<file path="config.mk">
export PLATFORM = sky130hd
export DESIGN_NAME = controle_de_venda
export DESIGN_NICKNAME = d
export VERILOG_FILES = /design/src/rtl/controle_de_venda_pkg.sv /design/src/rtl/tecla_sync.sv /design/src/rtl/controle_de_venda.sv
export SDC_FILE = /design/constraint.sdc
export NUM_CORES = 1
export LEC_CHECK = 0
export ABC_AREA = 1
export CAP_MARGIN = 30
export CELL_PAD_IN_SITES_DETAIL_PLACEMENT = 1
export CELL_PAD_IN_SITES_GLOBAL_PLACEMENT = 1
export CORE_MARGIN = 3
export CORE_UTILIZATION = 48
export CTS_CLUSTER_DIAMETER = 60
export DETAILED_ROUTE_END_ITERATION = 8
export GPL_ROUTABILITY_DRIVEN = 0
export GPL_TIMING_DRIVEN = 0
export PLACE_DENSITY = 0.95
export SYNTH_ARGS = -nofsm -noshare
export SYNTH_HDL_FRONTEND = slang
export SYNTH_HIERARCHICAL = 1
export SYNTH_SLANG_ARGS = --single-unit
</file>
<file path="constraint.sdc">
create_clock -name clock -period 3.45 [get_ports clock]
set_input_delay 0.69 -clock clock [delete_from_list [all_inputs] [get_ports clock]]
set_output_delay 0.69 -clock clock [all_outputs]
set_load 0.02 [all_outputs]
</file>
<file path="src/rtl/controle_de_venda_pkg.sv">
// ---------------------------------------------------------------------------
// controle_de_venda_pkg
// Shared definitions for the vending sale controller:
//   estado_t           - FSM state encoding
//   PRECO*_PADRAO      - default product prices, in balance units
//   ESTOQUE_INICIAL    - stock loaded per product when STOCK_COUNT_EN is built
//   maior()            - elaboration-time max helper for counter sizing
// ---------------------------------------------------------------------------
package controle_de_venda_pkg;

    typedef enum logic [2:0] {
        IDLE       = 3'd0,
        ARMED      = 3'd1,
        CHARGE     = 3'd2,
        WAIT_DEBIT = 3'd3,
        DISPENSE   = 3'd4,
        ERROR      = 3'd5
    } estado_t;

    localparam int PRECO0_PADRAO = 5;
    localparam int PRECO1_PADRAO = 10;
    localparam int PRECO2_PADRAO = 15;
    localparam int PRECO3_PADRAO = 25;

    localparam logic [3:0] ESTOQUE_INICIAL = 4'd9;

    function automatic int maior(input int a, input int b);
        return (a > b) ? a : b;
    endfunction

endpackage

</file>
<file path="src/rtl/tecla_sync.sv">
// ---------------------------------------------------------------------------
// tecla_sync
// Two-flop synchronizer plus falling-edge detector for one active-low key.
// A press is reported as a single-cycle pulse on the synchronized 1->0
// transition, so holding a key down never produces a second press.
//   clock   - system clock
//   reset   - asynchronous, active-high; flops reset to 1 (key released)
//   tecla_n - raw active-low key, asynchronous to clock
//   pressao - one-cycle press pulse
// ---------------------------------------------------------------------------
module tecla_sync (
    input  logic clock,
    input  logic reset,
    input  logic tecla_n,
    output logic pressao
);

    // sinc[0], sinc[1]: synchronizer; sinc[2]: previous synchronized value
    logic [2:0] sinc;

    always_ff @(posedge clock or posedge reset) begin
        if (reset) begin
            sinc <= 3'b111;
        end else begin
            sinc <= {sinc[1:0], tecla_n};
        end
    end

    assign pressao = sinc[2] & ~sinc[1];

endmodule

</file>
<file path="src/rtl/controle_de_venda.sv">
// ---------------------------------------------------------------------------
// controle_de_venda
// Sale controller for a four-product vending machine. A key selects the
// product, the confirm key checks the balance, the price is presented to the
// (slow) balance controller on gastoOut, the debit is awaited, and the
// product's motor is run.
//
// Optional build macro: STOCK_COUNT_EN - per-product stock counters (reset
// to 9); confirming an empty product goes straight to ERROR without charging.
// Without it stock is unlimited and no stock logic is built.
//
// Ports:
//   clock      - system clock
//   reset      - asynchronous, active-high
//   sel_n      - product keys, active-low, asynchronous
//   confirma_n - confirm key, active-low, asynchronous
//   saldoIn    - current balance from the balance controller
//   gastoOut   - spend request (nonzero only in CHARGE)
//   motor      - one-hot dispense motor drive
//   produto    - selected product index
//   armado     - a product is selected / purchase in progress
//   erro       - purchase refused or failed
//   produto_ok - one-cycle pulse when a dispense completes
//
// State      | meaning
// -----------+--------------------------------------------------------------
// IDLE       | nothing selected; confirm ignored
// ARMED      | product selected; waiting for confirm or reselection
// CHARGE     | gastoOut = price for HOLD_CYCLES
// WAIT_DEBIT | waiting for saldoIn to reach the latched expected balance
// DISPENSE   | motor[produto] on for MOTOR_CYCLES
// ERROR      | erro on for ERR_CYCLES
// ---------------------------------------------------------------------------
module controle_de_venda
    import controle_de_venda_pkg::*;
#(
    parameter int PRECO0         = PRECO0_PADRAO,
    parameter int PRECO1         = PRECO1_PADRAO,
    parameter int PRECO2         = PRECO2_PADRAO,
    parameter int PRECO3         = PRECO3_PADRAO,
    parameter int HOLD_CYCLES    = 16777216,
    parameter int TIMEOUT_CYCLES = 67108864,
    parameter int MOTOR_CYCLES   = 50000000,
    parameter int ERR_CYCLES     = 25000000
) (
    input  logic       clock,
    input  logic       reset,
    input  logic [3:0] sel_n,
    input  logic       confirma_n,
    input  logic [5:0] saldoIn,
    output logic [5:0] gastoOut,
    output logic [3:0] motor,
    output logic [1:0] produto,
    output logic       armado,
    output logic       erro,
    output logic       produto_ok
);

    localparam int MAIOR_CICLO = maior(maior(HOLD_CYCLES, TIMEOUT_CYCLES),
                                       maior(MOTOR_CYCLES, ERR_CYCLES));
    localparam int CW = $clog2(MAIOR_CICLO + 1);

    localparam logic [CW-1:0] FIM_HOLD    = CW'(HOLD_CYCLES - 1);
    localparam logic [CW-1:0] FIM_TIMEOUT = CW'(TIMEOUT_CYCLES - 1);
    localparam logic [CW-1:0] FIM_MOTOR   = CW'(MOTOR_CYCLES - 1);
    localparam logic [CW-1:0] FIM_ERR     = CW'(ERR_CYCLES - 1);

    localparam logic [5:0] P0 = 6'(PRECO0);
    localparam logic [5:0] P1 = 6'(PRECO1);
    localparam logic [5:0] P2 = 6'(PRECO2);
    localparam logic [5:0] P3 = 6'(PRECO3);

    // -----------------------------------------------------------------------
    // Key synchronization
    // -----------------------------------------------------------------------
    logic [3:0] press_sel;
    logic       press_conf;

    for (genvar i = 0; i < 4; i++) begin : g_sel
        tecla_sync u_sel (
            .clock   (clock),
            .reset   (reset),
            .tecla_n (sel_n[i]),
            .pressao (press_sel[i])
        );
    end

    tecla_sync u_conf (
        .clock   (clock),
        .reset   (reset),
        .tecla_n (confirma_n),
        .pressao (press_conf)
    );

    // -----------------------------------------------------------------------
    // State and datapath registers
    // -----------------------------------------------------------------------
    estado_t       estado_q, estado_d;
    logic [CW-1:0] cnt_q, cnt_d;
    logic [1:0]    produto_q, produto_d;
    logic [5:0]    esperado_q, esperado_d;
    logic          ok_q, ok_d;

    logic [5:0]    preco;
    logic          sel_algum;
    logic [1:0]    sel_idx;
    logic          sem_estoque;

    always_comb begin
        preco = P0;
        case (produto_q)
            2'd0:    preco = P0;
            2'd1:    preco = P1;
            2'd2:    preco = P2;
            default: preco = P3;
        endcase
    end

    // Lowest index wins on simultaneous presses
    always_comb begin
        sel_algum = |press_sel;
        sel_idx   = 2'd0;
        if (press_sel[0])      sel_idx = 2'd0;
        else if (press_sel[1]) sel_idx = 2'd1;
        else if (press_sel[2]) sel_idx = 2'd2;
        else if (press_sel[3]) sel_idx = 2'd3;
    end

`ifdef STOCK_COUNT_EN
    logic [3:0] estoque_q [4];
    logic       dispensou;

    assign dispensou   = (estado_q == DISPENSE) && (cnt_q == FIM_MOTOR);
    assign sem_estoque = (estoque_q[produto_q] == 4'd0);

    always_ff @(posedge clock or posedge reset) begin
        if (reset) begin
            for (int i = 0; i < 4; i++) begin
                estoque_q[i] <= ESTOQUE_INICIAL;
            end
        end else if (dispensou && !sem_estoque) begin
            estoque_q[produto_q] <= estoque_q[produto_q] - 4'd1;
        end
    end
`else
    assign sem_estoque = 1'b0;
`endif

    // -----------------------------------------------------------------------
    // FSM
    // -----------------------------------------------------------------------
    always_ff @(posedge clock or posedge reset) begin
        if (reset) begin
            estado_q   <= IDLE;
            cnt_q      <= '0;
            produto_q  <= 2'd0;
            esperado_q <= 6'd0;
            ok_q       <= 1'b0;
        end else begin
            estado_q   <= estado_d;
            cnt_q      <= cnt_d;
            produto_q  <= produto_d;
            esperado_q <= esperado_d;
            ok_q       <= ok_d;
        end
    end

    always_comb begin
        estado_d   = estado_q;
        produto_d  = produto_q;
        esperado_d = esperado_q;
        ok_d       = 1'b0;

        case (estado_q)
            IDLE, ARMED: begin
                // Reselection takes precedence over a confirm in the same cycle
                if (sel_algum) begin
                    produto_d = sel_idx;
                    estado_d  = ARMED;
                end else if ((estado_q == ARMED) && press_conf) begin
                    if (sem_estoque || (preco > saldoIn)) begin
                        estado_d = ERROR;
                    end else begin
                        estado_d   = CHARGE;
                        esperado_d = saldoIn - preco;
                    end
                end
            end
            CHARGE: begin
                if (cnt_q == FIM_HOLD) estado_d = WAIT_DEBIT;
            end
            WAIT_DEBIT: begin
                if (saldoIn == esperado_q)     estado_d = DISPENSE;
                else if (cnt_q == FIM_TIMEOUT) estado_d = ERROR;
            end
            DISPENSE: begin
                if (cnt_q == FIM_MOTOR) begin
                    estado_d = IDLE;
                    ok_d     = 1'b1;
                end
            end
            ERROR: begin
                if (cnt_q == FIM_ERR) estado_d = IDLE;
            end
            default: begin
                estado_d = IDLE;
            end
        endcase
    end

    // One shared timer: cleared on every state change, idle while untimed
    always_comb begin
        if ((estado_d != estado_q) || (estado_q == IDLE) || (estado_q == ARMED)) begin
            cnt_d = '0;
        end else begin
            cnt_d = cnt_q + CW'(1);
        end
    end

    // -----------------------------------------------------------------------
    // Outputs (decoded from registered state only)
    // -----------------------------------------------------------------------
    assign gastoOut   = (estado_q == CHARGE) ? preco : 6'd0;
    assign motor      = (estado_q == DISPENSE) ? (4'b0001 << produto_q) : 4'b0000;
    assign produto    = produto_q;
    assign armado     = (estado_q != IDLE);
    assign erro       = (estado_q == ERROR);
    assign produto_ok = ok_q;

endmodule

</file>
**Word-level counts from Yosys, hierarchy flattened**

Cells that the tools add are included.

- Add/subtract/negate cells: 2
- Magnitude comparators: 1
- Eq/ne operators: 13
- Shift-type cells: 1
- Muxes and demuxes: 19
- Bitwise logic cells: 12
- Reduce and logical (&&, ||, !) cells: 10

Operators with widths:

| cell | count |
|---|---|
| $eq 27x26->1 const B | 2 |
| $add 27x1->27 const B | 1 |
| $eq 27x24->1 const B | 1 |
| $eq 27x25->1 const B | 1 |
| $mux 27 | 1 |
| $mux 3 | 8 |
| $pmux 3 s5 | 1 |
| $pmux 5 s3 | 1 |
| $mux 2 | 4 |
| $not 1->1 | 7 |
| $eq 3x2->1 const B | 2 |
| $eq 3x3->1 const B | 2 |
| $eq 6x6->1 | 1 |
| $gt 6x6->1 | 1 |
| $mux 6 | 1 |
| $sub 6x6->6 | 1 |
| $and 1x1->1 | 5 |
| $mux 4 | 1 |
| $reduce_and 4->1 | 1 |
| $reduce_or 4->1 | 1 |
| $shl 1x2->4 const A | 1 |
| $eq 3x1->1 const B | 1 |
| $logic_not 3->1 | 1 |
| $ne 3x3->1 | 1 |
| other kinds (9) | 11 |

- Bits in registers: 54
- Input bits: 13
- Output and inout port bits: 15

**Logic depth before layout (Yosys ltp)**

Gate-level depths: netlist (run 1).

- Word-level depth: 11
- Gate-level depth with buffers: 17

**Hierarchy**

Netlist (run 1), hierarchy kept.

Modules (own cells, without submodules):

| module | instances | cells an instance | area each (µm²) | sequential area each (µm²) |
|---|---|---|---|---|
| controle_de_venda | 1 | 377 | 2957.8 | 975.9 |
| tecla_sync | 5 | 6 | 92.6 | 78.8 |

**Least setup slack after synthesis (run 1)**

OpenSTA, ideal clock, no wires.

- Path kind: register to register
- Start point: register produto_q[0] (netlist: produto[0])
- End point: register cnt_q[17]
- Data arrival time: 2350 ps
- Required time: 3326 ps
- Setup slack: 975 ps
- Cell stages (with the launch flop): 18
- Path buffers: 1
- Period minus slack after synthesis: 2475 ps
- Cells stage by stage: dfrtp_1 inv_1 ha_1 o21ai_0 ha_1 nand2_1 inv_1 nand2_1 nand3_1 nand2_1 nand3_1 inv_1 nor2_2 nand2_2 nand2_2 nand3_4 buf_12 nor2_4

- Longest elaborated chain between the ends: 11
- Elaborated cells on any way between the ends: 13

Ends and longest elaborated chain:

| what | line | RTL |
|---|---|---|
| from (decl) | controle_de_venda.sv:100 | `logic [1:0] produto_q, produto_d;` |
| from (signal assigned) | controle_de_venda.sv:162 | `produto_q <= produto_d;` |
| $eq 2x2->1, or another cell as far along | controle_de_venda.sv:111 | `case (produto_q)` |
| $pmux 5 s3 (*) | controle_de_venda.sv:111 |  |
| $gt 6x6->1 (*) | controle_de_venda.sv:181 | `if (sem_estoque \|\| (preco > saldoIn)) begin` |
| $mux 3 (*) | controle_de_venda.sv:181 |  |
| $mux 3 (*) | controle_de_venda.sv:180 | `end else if ((estado_q == ARMED) && press_conf) begin` |
| $mux 3 (*) | controle_de_venda.sv:177 | `if (sel_algum) begin` |
| $pmux 3 s5 (*) | controle_de_venda.sv:174 | `case (estado_q)` |
| net estado_d[2] | controle_de_venda.sv:98 | `estado_t estado_q, estado_d;` |
| $ne 3x3->1 (*) | controle_de_venda.sv:213 | `if ((estado_d != estado_q) \|\| (estado_q == IDLE) \|\| (estado_q == ARMED)) begin` |
| $logic_or 1x1->1 (*) (2 in a row) | controle_de_venda.sv:213 |  |
| $mux 27 (*) | controle_de_venda.sv:213 |  |
| net cnt_d[17] | controle_de_venda.sv:99 | `logic [CW-1:0] cnt_q, cnt_d;` |
| to (signal assigned) | controle_de_venda.sv:161 | `cnt_q <= cnt_d;` |
| to (decl) | controle_de_venda.sv:99 |  |

The timed path passes the listed nets; every way through them passes the cells marked *.
A chain may end at the register's enable or synchronous reset.

**Worst setup path after layout (run 1)**

- Start point: register produto_q[1] (netlist: produto[1])
- End point: register cnt_q[17]

Same word-level chain as after synthesis.

==> results of run 1 <==
-- metrics by stage --
stage | hold WS [ns] | util (%)
2_1_floorplan | 0.345 | -
3_3_place_gp | 0.345 | 55.3
3_5_place_dp | 0.347 | 55.3
4_1_cts | 0.351 | 56.7
5_1_grt | 0.365 | 56.7
6_report | 0.350 | 56.7
-- metal layers --
| metal | global-route usage (%) | vias up | wire, um |
|---|---|---|---|
| met5 | 0 | - | 0 |
| met4 | 11.1 | 0 | 243 |
| met3 | 3.58 | 17 | 274 |
| met2 | 40.6 | 57 | 4650 |
| met1 | 30.0 | 1387 | 3880 |
| li1 | - | 1324 | - |
-- cell usage in the layout, fill, tap and decap left out, types with 5 or more instances in the layout --
master                             n
sky130_fd_sc_hd__clkdlybuf4s50_1  26
sky130_fd_sc_hd__nand2_1          79
sky130_fd_sc_hd__clkbuf_8          5
sky130_fd_sc_hd__xor2_1           17
sky130_fd_sc_hd__o21ai_0           8
sky130_fd_sc_hd__dfstp_2          15
sky130_fd_sc_hd__nand2_2          11
sky130_fd_sc_hd__nand3_1          18
sky130_fd_sc_hd__ha_1             11
sky130_fd_sc_hd__xnor2_1           9
sky130_fd_sc_hd__nor3_1            8
sky130_fd_sc_hd__nor2_1           55
sky130_fd_sc_hd__nand4_1           8
sky130_fd_sc_hd__inv_1            56
sky130_fd_sc_hd__inv_2             6
sky130_fd_sc_hd__nor2_4           23
sky130_fd_sc_hd__dfrtp_1          39
sky130_fd_sc_hd__nor2_2           11
-- power by group through the flow --
stage	logic (uW)	clock network [uW]	registers [uW]
after global placement	918	0	779
after detailed placement	978	0	793
after global routing	1100	427	796
after floorplan	723	0	784
after CTS	996	399	782
final	985	396	782
-- cell families after synthesis --
family | after synthesis
AOI/OAI and AO/OA | 16
DFF | 54
xor gates and xnor gates | 26
buffers and inverters | 69
muxes | 1
adders and majority gates | 12
other | 1
and+or+nand+nor | 228
-- registers in the layout, indices dropped and copies added (netlist names) --
register / count
cnt_q: 27
g_sel.u_sel/sinc: 12
esperado_q: 6
estado_q: 3
u_conf/sinc: 3
produto: 2
produto_ok: 1
-- layout make-up --
type / instances / area (um2)
fillers: 835 / 2970
multi-input cells: 284 / 1750
flip-flops and latches: 54 / 1370
repair buffers: 26 / 260
inverters: 63 / 236
well taps: 96 / 120
clock buffers: 5 / 68.8
plain buffers: 6 / 63.8
clock inverters: 3 / 26.3
-- worst paths after layout --
| check | endpoint | slack, ns | depth (start not counted) |
|---|---|---|---|
| min reg2reg | g_sel[0].u_sel/sinc[1] | 0.35 | 0 |
| max | cnt_q[17] | 0.59 | 17 |
| max reg2reg | cnt_q[17] | 0.59 | 17 |
| min | g_sel[0].u_sel/sinc[1] | 0.35 | 0 |
| min in group asynchronous | g_sel[2].u_sel/sinc[0] | 0.87 | 2 |
| max in group asynchronous | cnt_q[23] | 1.90 | 2 |
-- critical path, cell delays in order (launching register included) --
cell	delay (ns)
sky130_fd_sc_hd__dfrtp_1	0.49
sky130_fd_sc_hd__inv_1	0.12
sky130_fd_sc_hd__ha_1	0.22
sky130_fd_sc_hd__inv_1	0.12
sky130_fd_sc_hd__ha_1	0.16
sky130_fd_sc_hd__inv_1	0.06
sky130_fd_sc_hd__fa_1	0.42
sky130_fd_sc_hd__nand2_1	0.09
sky130_fd_sc_hd__nand3_1	0.10
sky130_fd_sc_hd__nand2_1	0.10
sky130_fd_sc_hd__nand3_1	0.12
sky130_fd_sc_hd__inv_1	0.11
sky130_fd_sc_hd__nor2_2	0.05
sky130_fd_sc_hd__nand2_2	0.08
sky130_fd_sc_hd__nand2_2	0.08
sky130_fd_sc_hd__nand3_4	0.17
sky130_fd_sc_hd__buf_12	0.20
sky130_fd_sc_hd__nor2_4	0.04
==> report_table.html, run 1 <==
<table>
<tr><th>Metric</th><th>Value</th></tr>
<tr><th colspan="2">Floorplan</th></tr>
<tr><td>Die W</td><td>90.4 um</td></tr>
<tr><td>Std-Cell Core Area</td><td>6870 um2</td></tr>
<tr><td>Placement Rows</td><td>30</td></tr>
<tr><td>Number of top-level pins</td><td>28</td></tr>
<tr><td>Initial standard-cell utilization of the core</td><td>49.8%</td></tr>
<tr><td>Vertical die dimension</td><td>90.4 um</td></tr>
<tr><td>Full die area</td><td>8180 um2</td></tr>
<tr><th colspan="2">Finish</th></tr>
<tr><td>Final std cell area, no fill</td><td>3900 um2</td></tr>
<tr><td>Antenna diode count</td><td>0</td></tr>
<tr><td>Final layout net count</td><td>465</td></tr>
<tr><td>Filler-free cell count of the finished design</td><td>537</td></tr>
<tr><td>Signed area change from the synthesized netlist to the final layout</td><td>13.9%</td></tr>
<tr><td>Proportion of layout cells with a drive suffix above 1</td><td>20.9%</td></tr>
<tr><th colspan="2">Setup path</th></tr>
<tr><td>Critical Path Sink Type</td><td>flip-flop</td></tr>
<tr><td>Largest fanout of any net on the critical path</td><td>10</td></tr>
<tr><td>Required time of the critical path</td><td>3.66 ns</td></tr>
<tr><td>Startpoint of the worst register-to-register path</td><td>produto[1]</td></tr>
<tr><td>Arrival @ worst endpoint</td><td>3.07 ns</td></tr>
<tr><td>Worst setup path class</td><td>reg2reg</td></tr>
<tr><td>Launching instance or port of the critical path</td><td>produto[1]</td></tr>
<tr><td>CP Launch Type</td><td>flip-flop</td></tr>
<tr><th colspan="2">Placed design</th></tr>
<tr><td>Half-perimeter wire length of the detailed placement result</td><td>6450 um</td></tr>
<tr><td>Inst Count DP</td><td>529</td></tr>
<tr><td>Area after DPL</td><td>3800 um2</td></tr>
<tr><td>Placement Setup Slack</td><td>0.375 ns</td></tr>
<tr><td>Count of buffers from port buffering</td><td>26</td></tr>
<tr><th colspan="2">Routing</th></tr>
<tr><td>Detailed-router iteration count before antenna repair</td><td>6</td></tr>
<tr><td>Residual DRC</td><td>0</td></tr>
<tr><td>Antenna viol nets, final</td><td>0</td></tr>
<tr><td>Detailed router's first-iteration violation count</td><td>131</td></tr>
<tr><td>Wire per inst</td><td>16.8 um</td></tr>
<tr><td>Vias/cell</td><td>5.19</td></tr>
<tr><td>Total wirelength of the detailed-routed design</td><td>9040 um</td></tr>
<tr><td>Via count</td><td>2785</td></tr>
<tr><th colspan="2">Yosys</th></tr>
<tr><td>Average size of a mapped cell</td><td>8.40 um2</td></tr>
<tr><td>Share of flip-flops with an asynchronous set or reset</td><td>100%</td></tr>
<tr><td>Cell types with the largest area share after synthesis</td><td>sky130_fd_sc_hd__dfrtp_1 (29%), sky130_fd_sc_hd__dfstp_2 (12%), sky130_fd_sc_hd__nand2_1 (8.7%), sky130_fd_sc_hd__nor2_4 (7.6%), sky130_fd_sc_hd__inv_1 (6.3%)</td></tr>
<tr><td>Count of different cell masters after synthesis</td><td>38</td></tr>
<tr><td>Most common library cells after synthesis</td><td>sky130_fd_sc_hd__nand2_1 (79), sky130_fd_sc_hd__inv_1 (57), sky130_fd_sc_hd__nor2_1 (55)</td></tr>
<tr><td>Fraction of the mapped netlist area in compound gates</td><td>2.82%</td></tr>
<tr><td>Dominant cell by count in the synthesized netlist</td><td>sky130_fd_sc_hd__nand2_1</td></tr>
<tr><td>Area leader, netlist</td><td>sky130_fd_sc_hd__dfrtp_1</td></tr>
<tr><td>Synthesized-area fraction occupied by and/or/nand/nor cells</td><td>36.6%</td></tr>
<tr><td>Adder and majority cell fraction of the synthesized area</td><td>4.61%</td></tr>
<tr><td>Count of flip-flops with a built-in enable after synthesis</td><td>0</td></tr>
<tr><td>Cell area after synthesis</td><td>3420 um2</td></tr>
<tr><td>Fraction of synthesized cell area taken by the top area cell type</td><td>28.5%</td></tr>
<tr><td>Fraction of the yosys area taken by sequential cells</td><td>40.1%</td></tr>
<tr><td>Cell count after synthesis</td><td>407</td></tr>
<tr><td>Seq cells post-synth</td><td>54</td></tr>
<tr><td>Multiplexer share of the synthesized area</td><td>0.329%</td></tr>
<tr><td>Net count of the mapped netlist</td><td>432</td></tr>
<tr><td>Main combinational cell family by area after synthesis</td><td>simple AND/OR/NAND/NOR gates</td></tr>
<tr><td>Prevailing post-synth register cell</td><td>sky130_fd_sc_hd__dfrtp_1</td></tr>
<tr><td>Xor and xnor area share after synthesis</td><td>6.66%</td></tr>
<tr><td>Number of warnings issued by yosys</td><td>6</td></tr>
<tr><th colspan="2">CTS</th></tr>
<tr><td>Post-CTS clock slew at the launch and capture registers of the worst setup and hold paths</td><td>0.12 ns</td></tr>
<tr><td>Post-cts repair resize count</td><td>0</td></tr>
<tr><td>Num Clock Sinks</td><td>54</td></tr>
<tr><td>Number of hold buffers added after CTS</td><td>0</td></tr>
<tr><td>Max H-tree Level</td><td>2</td></tr>
<tr><td>Largest buffer count on any clock path</td><td>2</td></tr>
<tr><td>Cts bufs inserted</td><td>5</td></tr>
<tr><td>Root Driver</td><td>sky130_fd_sc_hd__clkbuf_8</td></tr>
<tr><td>Clock latency on the worst-skew pair</td><td>0.34 ns</td></tr>
<tr><td>Clock tree from TritonCTS</td><td>yes</td></tr>
<tr><td>Post CTS Setup Buffer Count</td><td>0</td></tr>
<tr><th colspan="2">Worst hold path</th></tr>
<tr><td>Worst min-delay path class</td><td>reg2reg</td></tr>
<tr><td>Hold path startpoint</td><td>g_sel[0].u_sel/sinc[0]</td></tr>
<tr><th colspan="2">Outcome</th></tr>
<tr><td>Run status</td><td>finished clean</td></tr>
<tr><th colspan="2">Timing</th></tr>
<tr><td>Post-route clock skew</td><td>0.0190 ns</td></tr>
<tr><td>Worst slew pin tran</td><td>0.869 ns</td></tr>
<tr><td>Fin worst setup slack</td><td>0.590 ns</td></tr>
<tr><td>Final setup TNS</td><td>0 ns</td></tr>
<tr><td>Count of endpoints failing hold in the final timing report</td><td>0</td></tr>
<tr><td>Final Slew Violations</td><td>0</td></tr>
<tr><td>Setup repair after global routing missed its margin</td><td>no</td></tr>
<tr><td>Setup violations, final</td><td>0</td></tr>
<tr><td>Period Utilization, post-route</td><td>82.9%</td></tr>
<tr><td>Headroom to the max-slew limit</td><td>42.0%</td></tr>
<tr><td>Highest clock rate</td><td>0.350 GHz</td></tr>
<tr><td>Final critical path time including I/O delays and setup</td><td>2.86 ns</td></tr>
<tr><th colspan="2">Power and ir drop</th></tr>
<tr><td>Static power due to leakage</td><td>0.00172 uW</td></tr>
<tr><td>Worst vdd ir</td><td>0.000384 V</td></tr>
<tr><td>Post-layout total power</td><td>2160 uW</td></tr>
<tr><td>Switching fraction of total power</td><td>43.8%</td></tr>
<tr><td>Clock group share of total power</td><td>18.3%</td></tr>
<tr><td>Pwr per Cell Area</td><td>555 nW/um2</td></tr>
<tr><td>Sequential cell fraction of total power</td><td>36.2%</td></tr>
<tr><td>Gate power share</td><td>45.5%</td></tr>
<tr><td>Power spent charging and discharging nets</td><td>947 uW</td></tr>
<tr><td>Internal power</td><td>1220 uW</td></tr>
<tr><th colspan="2">GRT</th></tr>
<tr><td>Gr usage total</td><td>23.9%</td></tr>
<tr><td>Grt total ovfl</td><td>0</td></tr>
<tr><td>Via count of the first global-routing pass</td><td>3063</td></tr>
<tr><td>Global-route wire length before repair</td><td>15600 um</td></tr>
<tr><td>Largest net degree at the start of global routing</td><td>40</td></tr>
<tr><td>Number of antenna violations at the first check in global routing</td><td>0</td></tr>
<tr><th colspan="2">Run</th></tr>
<tr><td>MaxCap Viol Count</td><td>0</td></tr>
</table>
Note: power is estimated with default switching activity, not from simulation.
==> inputs of run 2 (changes only) <==
--- a/config.mk
+++ b/config.mk
@@ -10,12 +10,12 @@
 export CELL_PAD_IN_SITES_DETAIL_PLACEMENT = 1
 export CELL_PAD_IN_SITES_GLOBAL_PLACEMENT = 1
 export CORE_MARGIN = 3
-export CORE_UTILIZATION = 48
+export CORE_UTILIZATION = 40
 export CTS_CLUSTER_DIAMETER = 60
 export DETAILED_ROUTE_END_ITERATION = 8
 export GPL_ROUTABILITY_DRIVEN = 0
 export GPL_TIMING_DRIVEN = 0
-export PLACE_DENSITY = 0.95
+export PLACE_DENSITY = 0.86
 export SYNTH_ARGS = -nofsm -noshare
 export SYNTH_HDL_FRONTEND = slang
 export SYNTH_HIERARCHICAL = 1
==> constraint.sdc (replaced) <==
create_clock -name clock -period 2.34 [get_ports clock]
set_input_delay 0.468 -clock clock [delete_from_list [all_inputs] [get_ports clock]]
set_output_delay 0.468 -clock clock [all_outputs]
set_load 0.02 [all_outputs]
==> report_table.html, run 2 (synthesis gave the netlist of run 1 again) <==
<table>
<tr><th>Metric</th><th>Value</th></tr>
<tr><th colspan="2">Worst hold path</th></tr>
<tr><td>Number of cells on the worst hold path</td><td>0 (unchanged)</td></tr>
<tr><td>Hold path startpoint</td><td>u_conf/sinc[0] (was g_sel[0].u_sel/sinc[0])</td></tr>
<tr><td>WHS Endpoint</td><td>u_conf/sinc[1] (was g_sel[0].u_sel/sinc[1])</td></tr>
<tr><td>Worst min-delay path class</td><td>reg2reg (unchanged)</td></tr>
<tr><th colspan="2">CTS</th></tr>
<tr><td>Num Clock Sinks</td><td>54 (unchanged)</td></tr>
<tr><td>Largest buffer count on any clock path</td><td>2 (unchanged)</td></tr>
<tr><td>Max H-tree Level</td><td>2 (unchanged)</td></tr>
<tr><td>Post-CTS clock slew at the launch and capture registers of the worst setup and hold paths</td><td>0.11 ns (was 0.12 ns)</td></tr>
<tr><td>Clock latency on the worst-skew pair</td><td>0.32 ns (was 0.34 ns)</td></tr>
<tr><td>Cts bufs inserted</td><td>5 (unchanged)</td></tr>
<tr><td>Number of hold buffers added after CTS</td><td>0 (unchanged)</td></tr>
<tr><td>Root Driver</td><td>sky130_fd_sc_hd__clkbuf_8 (unchanged)</td></tr>
<tr><td>Clock tree from TritonCTS</td><td>yes (unchanged)</td></tr>
<tr><th colspan="2">Outcome</th></tr>
<tr><td>Failing checks</td><td>setup timing</td></tr>
<tr><td>Run status</td><td>finished with violations (was finished clean)</td></tr>
<tr><th colspan="2">GRT</th></tr>
<tr><td>Global-route wire length before repair</td><td>15300 um (was 15600 um)</td></tr>
<tr><td>Number of antenna violations at the first check in global routing</td><td>0 (unchanged)</td></tr>
<tr><td>Via count of the first global-routing pass</td><td>3180 (was 3063)</td></tr>
<tr><td>Grt total ovfl</td><td>0 (unchanged)</td></tr>
<tr><td>Gr usage total</td><td>19.5% (was 23.9%)</td></tr>
<tr><td>Largest net degree at the start of global routing</td><td>40 (unchanged)</td></tr>
<tr><th colspan="2">Setup path</th></tr>
<tr><td>Maximum cell stage delay along the critical path</td><td>0.47 ns (was 0.49 ns)</td></tr>
<tr><td>Cell breakdown of the critical path</td><td>inv_4 &gt; ha_4 &gt; inv_4 &gt; ha_4 &gt; inv_2 &gt; fa_2 &gt; nand3_1 &gt; nand4_1 &gt; nand2_1 &gt; inv_1 &gt; nand2_2 &gt; nor2_4 &gt; nand2_2 &gt; nand2_2 &gt; nand3_4 &gt; buf_6 &gt; buf_12 &gt; nor2_4 (was inv_1 &gt; ha_1 &gt; inv_1 &gt; ha_1 &gt; inv_1 &gt; fa_1 &gt; nand2_1 &gt; nand3_1 &gt; nand2_1 &gt; nand3_1 &gt; inv_1 &gt; nor2_2 &gt; nand2_2 &gt; nand2_2 &gt; nand3_4 &gt; buf_12 &gt; nor2_4)</td></tr>
<tr><td>Cell type of the slowest stage on the worst timing path</td><td>sky130_fd_sc_hd__dfrtp_2 (was sky130_fd_sc_hd__dfrtp_1)</td></tr>
<tr><td>CP Launch Type</td><td>flip-flop (unchanged)</td></tr>
<tr><td>Worst setup path class</td><td>reg2reg (unchanged)</td></tr>
<tr><td>Register-to-Register Path Depth</td><td>18 (was 17)</td></tr>
<tr><td>Startpoint of the worst register-to-register path</td><td>produto[1] (unchanged)</td></tr>
<tr><td>Critical Path Sink Type</td><td>flip-flop (unchanged)</td></tr>
<tr><td>Reg2Reg Capture Point</td><td>cnt_q[23] (was cnt_q[17])</td></tr>
<tr><td>Minimum setup slack among reg-to-reg paths</td><td>-0.11 ns (was 0.59 ns)</td></tr>
<tr><td>Largest fanout of any net on the critical path</td><td>5 (was 10)</td></tr>
<tr><td>Most frequent CP cell</td><td>sky130_fd_sc_hd__nand2_2 (was sky130_fd_sc_hd__inv_1)</td></tr>
<tr><td>Required time of the critical path</td><td>2.55 ns (was 3.66 ns)</td></tr>
<tr><td>Arrival @ worst endpoint</td><td>2.66 ns (was 3.07 ns)</td></tr>
<tr><th colspan="2">Timing</th></tr>
<tr><td>Fin worst setup slack</td><td>-0.108 ns (was 0.590 ns)</td></tr>
<tr><td>Final Slew Violations</td><td>0 (unchanged)</td></tr>
<tr><td>Highest clock rate</td><td>0.409 GHz (was 0.350 GHz)</td></tr>
<tr><td>Headroom to the max-slew limit</td><td>42.1% (was 42.0%)</td></tr>
<tr><td>Count of endpoints failing hold in the final timing report</td><td>0 (unchanged)</td></tr>
<tr><td>Setup violations, final</td><td>27 (was 0)</td></tr>
<tr><td>Period Utilization, post-route</td><td>105% (was 82.9%)</td></tr>
<tr><td>Worst slew pin tran</td><td>0.867 ns (was 0.869 ns)</td></tr>
<tr><td>Post-route clock skew</td><td>0.0122 ns (was 0.0190 ns)</td></tr>
<tr><td>Setup repair after global routing missed its margin</td><td>yes (was no)</td></tr>
<tr><td>Final critical path time including I/O delays and setup</td><td>2.45 ns (was 2.86 ns)</td></tr>
<tr><th colspan="2">Power and ir drop</th></tr>
<tr><td>Sequential cell fraction of total power</td><td>29.9% (was 36.2%)</td></tr>
<tr><td>Static power due to leakage</td><td>0.00188 uW (was 0.00172 uW)</td></tr>
<tr><td>Post-layout total power</td><td>3920 uW (was 2160 uW)</td></tr>
<tr><td>Switching fraction of total power</td><td>42.5% (was 43.8%)</td></tr>
<tr><td>Gate power share</td><td>55.6% (was 45.5%)</td></tr>
<tr><td>Pwr per Cell Area</td><td>927 nW/um2 (was 555 nW/um2)</td></tr>
<tr><td>Internal power</td><td>2250 uW (was 1220 uW)</td></tr>
<tr><td>Worst vdd ir</td><td>0.000393 V (was 0.000384 V)</td></tr>
<tr><td>Power spent charging and discharging nets</td><td>1670 uW (was 947 uW)</td></tr>
<tr><td>Clock group share of total power</td><td>14.5% (was 18.3%)</td></tr>
<tr><th colspan="2">Finish</th></tr>
<tr><td>FF+latch area</td><td>1370 um2 (about the same)</td></tr>
<tr><td>Filler instances</td><td>995 (was 835)</td></tr>
<tr><td>Proportion of layout cells with a drive suffix above 1</td><td>30.9% (was 20.9%)</td></tr>
<tr><td>Antenna diode count</td><td>0 (unchanged)</td></tr>
<tr><td>Final layout net count</td><td>481 (was 465)</td></tr>
<tr><td>Largest register FFs</td><td>27 (unchanged)</td></tr>
<tr><td>Signed area change from the synthesized netlist to the final layout</td><td>23.7% (was 13.9%)</td></tr>
<tr><td>Most flop-heavy register</td><td>cnt_q (unchanged)</td></tr>
<tr><td>Most frequent cells in the layout</td><td>sky130_fd_sc_hd__nand2_1 (76), sky130_fd_sc_hd__nor2_1 (49), sky130_fd_sc_hd__inv_1 (48) (was sky130_fd_sc_hd__nand2_1 (79), sky130_fd_sc_hd__inv_1 (56), sky130_fd_sc_hd__nor2_1 (55))</td></tr>
<tr><td>Most common cell after layout, fill and taps aside</td><td>sky130_fd_sc_hd__nand2_1 (unchanged)</td></tr>
<tr><td>Largest registers</td><td>cnt_q x27, g_sel.u_sel/sinc x12, esperado_q x6 (unchanged)</td></tr>
<tr><td>Multi-input gate area in the final layout</td><td>1900 um2 (was 1750 um2)</td></tr>
<tr><th colspan="2">Floorplan</th></tr>
<tr><td>Initial standard-cell utilization of the core</td><td>41.4% (was 49.8%)</td></tr>
<tr><td>Vertical die dimension</td><td>98.5 um (was 90.4 um)</td></tr>
<tr><td>Full die area</td><td>9700 um2 (was 8180 um2)</td></tr>
<tr><td>Number of top-level pins</td><td>28 (unchanged)</td></tr>
<tr><td>Placement Rows</td><td>33 (was 30)</td></tr>
<tr><td>Std-Cell Core Area</td><td>8260 um2 (was 6870 um2)</td></tr>
<tr><td>Die W</td><td>98.5 um (was 90.4 um)</td></tr>
<tr><th colspan="2">Routing</th></tr>
<tr><td>Total wirelength of the detailed-routed design</td><td>9540 um (was 9040 um)</td></tr>
<tr><td>Residual DRC</td><td>0 (unchanged)</td></tr>
<tr><td>Detailed-router iteration count before antenna repair</td><td>4 (was 6)</td></tr>
<tr><td>Detailed router's first-iteration violation count</td><td>125 (was 131)</td></tr>
<tr><td>Antenna viol nets, final</td><td>0 (unchanged)</td></tr>
<tr><td>Wire per inst</td><td>17.0 um (was 16.8 um)</td></tr>
<tr><td>Vias/cell</td><td>5.07 (was 5.19)</td></tr>
<tr><td>Via count</td><td>2848 (was 2785)</td></tr>
<tr><th colspan="2">Run</th></tr>
<tr><td>MaxCap Viol Count</td><td>0 (unchanged)</td></tr>
<tr><th colspan="2">Placed design</th></tr>
<tr><td>Count of buffers from port buffering</td><td>26 (unchanged)</td></tr>
<tr><td>Half-perimeter wire length of the detailed placement result</td><td>6030 um (was 6450 um)</td></tr>
<tr><td>Placement Setup Slack</td><td>-0.414 ns (was 0.375 ns)</td></tr>
</table>
[run 2: cell count changes in the layout (fill, tap and decap cells not counted), sizes merged]
| cell | delta |
|---|---|
| buf | +17 |
| dlygate4sd2 | +10 |
| clkinv | +1 |
| inv | -1 |
| clkdlybuf4s50 | -10 |
| clkbuf | -1 |
[run 2: area by class of cell]
type	instances	share of cell area, %
clock inverters	3	0.680
plain buffers	5	1.12
well taps	105	3.10
flip-flops and latches	54	32.4
inverters	63	5.77
clock buffers	5	1.63
multi-input cells	284	44.9
repair buffers	43	10.4
[run 2: layer usage]
layer	GRT usage [%]	routed length [um]	vias to the layer above	share of wire [%]
li1	-	-	1343	-
met1	23.2	3970	1433	42
met2	36.2	5080	56	53
met3	2.83	295	16	3.1
met4	5.99	195	0	2.0
met5	0	0	-	0
[run 2: stage by stage]
stage / util (%) / area [um2] / hold WS (ns) / setup TNS (ns) / std cells
after global routing: 51.2 / 4230 / 0.367 / -6.41 / 562
after floorplan: - / 3430 / 0.345 / 0 / 407
after detailed placement: 46.2 / 3820 / 0.347 / -12.22 / 538
after CTS: 50.0 / 4130 / 0.364 / -1.67 / 558
after global placement: 46.2 / 3820 / 0.345 / -13.73 / 538
final: 51.2 / 4230 / 0.363 / -2.47 / 562
[run 2: power by group through the flow]
stage	sequential, uW	combinational [uW]	clock [uW]
global placement	1150	1370	0
finish	1170	2180	570
global route	1190	2340	629
detailed placement	1170	1450	0
floorplan	1160	1070	0
CTS	1160	1920	594
[run 2: worst max-delay path, delay by kind of cell (launching register included)]
| family | cells | cell delay [ns] |
|---|---|---|
| buffers and inverters | 6 | 0.51 |
| and+or+nand+nor | 9 | 0.69 |
| DFF | 1 | 0.47 |
| adders and majority gates | 3 | 0.67 |
[run 2: worst max-delay path by stage]
stage                    start         to  slack [ns]
floorplan           produto[0]  cnt_q[17]        0.03
global placement    saldoIn[0]  cnt_q[23]       -0.35
detailed placement  saldoIn[0]  cnt_q[13]       -0.41
CTS                 produto[1]  cnt_q[23]       -0.15
global route        produto[1]   cnt_q[3]       -0.25
finish              produto[1]  cnt_q[23]       -0.11
[run 2: repair_timing]
| action | in CTS | in global routing |
|---|---|---|
| gates resized for setup | 41 | 20 |
| pin swaps | 7 | 5 |
| endpoints found under the setup margin | 43 | 38 |
| gates cloned | 2 | 0 |
| hold endpoints to repair | 0 | 0 |
| setup buffers | 10 | 5 |
==> inputs of run 3 (changes only) <==
--- a/config.mk
+++ b/config.mk
@@ -16,6 +16,7 @@
 export GPL_ROUTABILITY_DRIVEN = 0
 export GPL_TIMING_DRIVEN = 0
 export PLACE_DENSITY = 0.86
+export SKIP_LAST_GASP = 1
 export SYNTH_ARGS = -nofsm -noshare
 export SYNTH_HDL_FRONTEND = slang
 export SYNTH_HIERARCHICAL = 1
==> report_table.html, run 3 (synthesis gave the netlist of run 1 again) <==
<table>
<tr><th>Metric</th><th>Value</th></tr>
<tr><th colspan="2">Outcome</th></tr>
<tr><td>Run status</td><td>finished with violations (unchanged)</td></tr>
<tr><td>Failing checks</td><td>setup timing (unchanged)</td></tr>
<tr><th colspan="2">Routing</th></tr>
<tr><td>Total wirelength of the detailed-routed design</td><td>9550 um (was 9540 um)</td></tr>
<tr><td>Antenna viol nets, final</td><td>0 (unchanged)</td></tr>
<tr><td>Residual DRC</td><td>0 (unchanged)</td></tr>
<tr><td>Detailed router's first-iteration violation count</td><td>125 (unchanged)</td></tr>
<tr><td>Via count</td><td>2852 (was 2848)</td></tr>
<tr><td>Wire per inst</td><td>17.0 um (about the same)</td></tr>
<tr><td>Vias/cell</td><td>5.07 (about the same)</td></tr>
<tr><td>Detailed-router iteration count before antenna repair</td><td>4 (unchanged)</td></tr>
<tr><th colspan="2">Setup path</th></tr>
<tr><td>Cell breakdown of the critical path</td><td>inv_4 &gt; ha_4 &gt; inv_4 &gt; ha_4 &gt; inv_2 &gt; fa_2 &gt; nand3_1 &gt; nand4_1 &gt; nand2_1 &gt; inv_1 &gt; nand2_2 &gt; nor2_4 &gt; nand2_2 &gt; nand2_2 &gt; nand3_4 &gt; buf_6 &gt; buf_12 &gt; nor2_4 (unchanged)</td></tr>
<tr><td>Startpoint of the worst register-to-register path</td><td>produto[1] (unchanged)</td></tr>
<tr><td>Launching instance or port of the critical path</td><td>produto[1] (unchanged)</td></tr>
<tr><td>Number of buffers and inverters on the critical path</td><td>6 (unchanged)</td></tr>
<tr><td>Critical Path Sink Type</td><td>flip-flop (unchanged)</td></tr>
<tr><td>Largest fanout of any net on the critical path</td><td>5 (unchanged)</td></tr>
<tr><td>Arrival @ worst endpoint</td><td>2.66 ns (about the same)</td></tr>
<tr><td>Reg2Reg Capture Point</td><td>cnt_q[23] (unchanged)</td></tr>
<tr><td>Minimum setup slack among reg-to-reg paths</td><td>-0.11 ns (about the same)</td></tr>
<tr><td>Most frequent CP cell</td><td>sky130_fd_sc_hd__nand2_2 (unchanged)</td></tr>
<tr><td>Category of cells accounting for the largest share of critical-path delay</td><td>simple AND/OR/NAND/NOR gates (unchanged)</td></tr>
<tr><td>Worst setup path class</td><td>reg2reg (unchanged)</td></tr>
<tr><td>CP Launch Type</td><td>flip-flop (unchanged)</td></tr>
<tr><td>Maximum cell stage delay along the critical path</td><td>0.47 ns (about the same)</td></tr>
<tr><td>Cell type of the slowest stage on the worst timing path</td><td>sky130_fd_sc_hd__dfrtp_2 (unchanged)</td></tr>
<tr><td>Required time of the critical path</td><td>2.55 ns (about the same)</td></tr>
<tr><td>Register-to-Register Path Depth</td><td>18 (unchanged)</td></tr>
<tr><th colspan="2">CTS</th></tr>
<tr><td>Post-CTS clock slew at the launch and capture registers of the worst setup and hold paths</td><td>0.11 ns (about the same)</td></tr>
<tr><td>Largest buffer count on any clock path</td><td>2 (unchanged)</td></tr>
<tr><td>Clock tree from TritonCTS</td><td>yes (unchanged)</td></tr>
<tr><td>Clock latency on the worst-skew pair</td><td>0.32 ns (about the same)</td></tr>
<tr><td>Cts bufs inserted</td><td>5 (unchanged)</td></tr>
<tr><td>Number of hold buffers added after CTS</td><td>0 (unchanged)</td></tr>
<tr><td>Max H-tree Level</td><td>2 (unchanged)</td></tr>
<tr><td>Root Driver</td><td>sky130_fd_sc_hd__clkbuf_8 (unchanged)</td></tr>
<tr><td>Num Clock Sinks</td><td>54 (unchanged)</td></tr>
<tr><th colspan="2">Placed design</th></tr>
<tr><td>Placement Setup Slack</td><td>-0.414 ns (unchanged)</td></tr>
<tr><td>Half-perimeter wire length of the detailed placement result</td><td>6030 um (unchanged)</td></tr>
<tr><td>Count of buffers from port buffering</td><td>26 (unchanged)</td></tr>
<tr><th colspan="2">Finish</th></tr>
<tr><td>Largest register FFs</td><td>27 (unchanged)</td></tr>
<tr><td>Antenna diode count</td><td>0 (unchanged)</td></tr>
<tr><td>Most flop-heavy register</td><td>cnt_q (unchanged)</td></tr>
<tr><td>Most common cell after layout, fill and taps aside</td><td>sky130_fd_sc_hd__nand2_1 (unchanged)</td></tr>
<tr><td>Final layout net count</td><td>481 (unchanged)</td></tr>
<tr><td>Signed area change from the synthesized netlist to the final layout</td><td>23.8% (was 23.7%)</td></tr>
<tr><td>Proportion of layout cells with a drive suffix above 1</td><td>30.9% (unchanged)</td></tr>
<tr><td>Most frequent cells in the layout</td><td>sky130_fd_sc_hd__nand2_1 (76), sky130_fd_sc_hd__nor2_1 (49), sky130_fd_sc_hd__inv_1 (48) (unchanged)</td></tr>
<tr><td>Largest registers</td><td>cnt_q x27, g_sel.u_sel/sinc x12, esperado_q x6 (unchanged)</td></tr>
<tr><th colspan="2">Timing</th></tr>
<tr><td>Count of endpoints failing hold in the final timing report</td><td>0 (unchanged)</td></tr>
<tr><td>Setup violations, final</td><td>27 (unchanged)</td></tr>
<tr><td>Final critical path time including I/O delays and setup</td><td>2.45 ns (about the same)</td></tr>
<tr><td>Period Utilization, post-route</td><td>105% (about the same)</td></tr>
<tr><td>Headroom to the max-slew limit</td><td>42.1% (about the same)</td></tr>
<tr><td>Final Slew Violations</td><td>0 (unchanged)</td></tr>
<tr><td>Highest clock rate</td><td>0.409 GHz (about the same)</td></tr>
<tr><td>Tightest hold margin</td><td>0.363 ns (unchanged)</td></tr>
<tr><td>Final setup TNS</td><td>-2.45 ns (was -2.47 ns)</td></tr>
<tr><td>Post-route clock skew</td><td>0.0122 ns (about the same)</td></tr>
<tr><td>Worst slew pin tran</td><td>0.867 ns (about the same)</td></tr>
<tr><td>Setup repair after global routing missed its margin</td><td>yes (unchanged)</td></tr>
<tr><td>Fin worst setup slack</td><td>-0.106 ns (was -0.108 ns)</td></tr>
<tr><th colspan="2">Floorplan</th></tr>
<tr><td>Initial standard-cell utilization of the core</td><td>41.4% (unchanged)</td></tr>
<tr><td>Number of top-level pins</td><td>28 (unchanged)</td></tr>
<tr><td>Vertical die dimension</td><td>98.5 um (unchanged)</td></tr>
<tr><td>Std-Cell Core Area</td><td>8260 um2 (unchanged)</td></tr>
<tr><td>Full die area</td><td>9700 um2 (unchanged)</td></tr>
<tr><td>Placement Rows</td><td>33 (unchanged)</td></tr>
<tr><td>Die W</td><td>98.5 um (unchanged)</td></tr>
<tr><th colspan="2">GRT</th></tr>
<tr><td>Via count of the first global-routing pass</td><td>3180 (unchanged)</td></tr>
<tr><td>Global-route wire length before repair</td><td>15300 um (unchanged)</td></tr>
<tr><td>Gr usage total</td><td>19.5% (unchanged)</td></tr>
<tr><td>Number of antenna violations at the first check in global routing</td><td>0 (unchanged)</td></tr>
<tr><td>Largest net degree at the start of global routing</td><td>40 (unchanged)</td></tr>
<tr><td>Grt total ovfl</td><td>0 (unchanged)</td></tr>
<tr><th colspan="2">Worst hold path</th></tr>
<tr><td>Hold path startpoint</td><td>u_conf/sinc[0] (unchanged)</td></tr>
<tr><td>WHS Endpoint</td><td>u_conf/sinc[1] (unchanged)</td></tr>
<tr><td>Worst min-delay path class</td><td>reg2reg (unchanged)</td></tr>
<tr><td>Number of cells on the worst hold path</td><td>0 (unchanged)</td></tr>
<tr><th colspan="2">Run</th></tr>
<tr><td>MaxCap Viol Count</td><td>0 (unchanged)</td></tr>
<tr><th colspan="2">Power and ir drop</th></tr>
<tr><td>Pwr per Cell Area</td><td>926 nW/um2 (was 927 nW/um2)</td></tr>
<tr><td>Worst vdd ir</td><td>0.000393 V (about the same)</td></tr>
<tr><td>Static power due to leakage</td><td>0.00190 uW (was 0.00188 uW)</td></tr>
</table>
[run 3: cell types whose count changed in the layout (fill, tap and decap cells not counted)]
cell | previous run | this run
sky130_fd_sc_hd__dlymetal6s2s_1 | 0 | 1
sky130_fd_sc_hd__dlygate4sd2_1 | 10 | 9
[run 3: through the flow]
step / total power, uW / std cells / cell area, um2 / util, %
floorplan: 2230 / 407 / 3430 / -
global placement: 2520 / 538 / 3820 / 46.2
detailed placement: 2620 / 538 / 3820 / 46.2
CTS: 3670 / 558 / 4130 / 50.0
global route: 4160 / 562 / 4240 / 51.3
finish: 3920 / 562 / 4240 / 51.3
[run 3: how the worst max path moves through the flow]
stage	endpoint	slack [ns]	depth (start not counted)
2_1_floorplan	cnt_q[17]	0.03	16
3_3_place_gp	cnt_q[23]	-0.35	15
3_5_place_dp	cnt_q[13]	-0.41	16
4_1_cts	cnt_q[23]	-0.15	19
5_1_grt	cnt_q[3]	-0.25	17
6_report	cnt_q[23]	-0.11	18
[run 3: report_power, final]
| group | total, uW | switching, uW | internal [uW] | leakage, uW |
|---|---|---|---|---|
| registers | 1170 | 122 | 1050 | 0.000684 |
| clock network | 570 | 347 | 223 | 0.0000502 |
| logic | 2180 | 1200 | 981 | 0.00116 |
[run 3: what timing repair did]
action / in CTS / in global routing
gates resized for setup: 40 / 21
setup endpoints to repair: 43 / 39
gates cloned: 2 / 0
hold endpoints to repair: 0 / 0
pin swaps: 7 / 5
setup buffers: 10 / 5
[run 3: cell type report]
class / count / area [um2]
clock inverter: 3 / 28.8
sequential: 54 / 1370
timing repair buffer: 43 / 443
fill: 993 / 4020
inverter: 63 / 244
buffer: 5 / 47.5
multi-input combinational: 284 / 1900
tap: 105 / 131
clock buffer: 5 / 68.8
[run 3: layer usage]
layer / routed length, um / vias up / part of all wire, % / global-route usage, %
li1: - / 1343 / - / -
met1: 3960 / 1434 / 41 / 23.2
met2: 5080 / 59 / 53 / 36.2
met3: 310 / 16 / 3.2 / 2.83
met4: 195 / 0 / 2.0 / 5.99
met5: 0 / - / 0 / 0
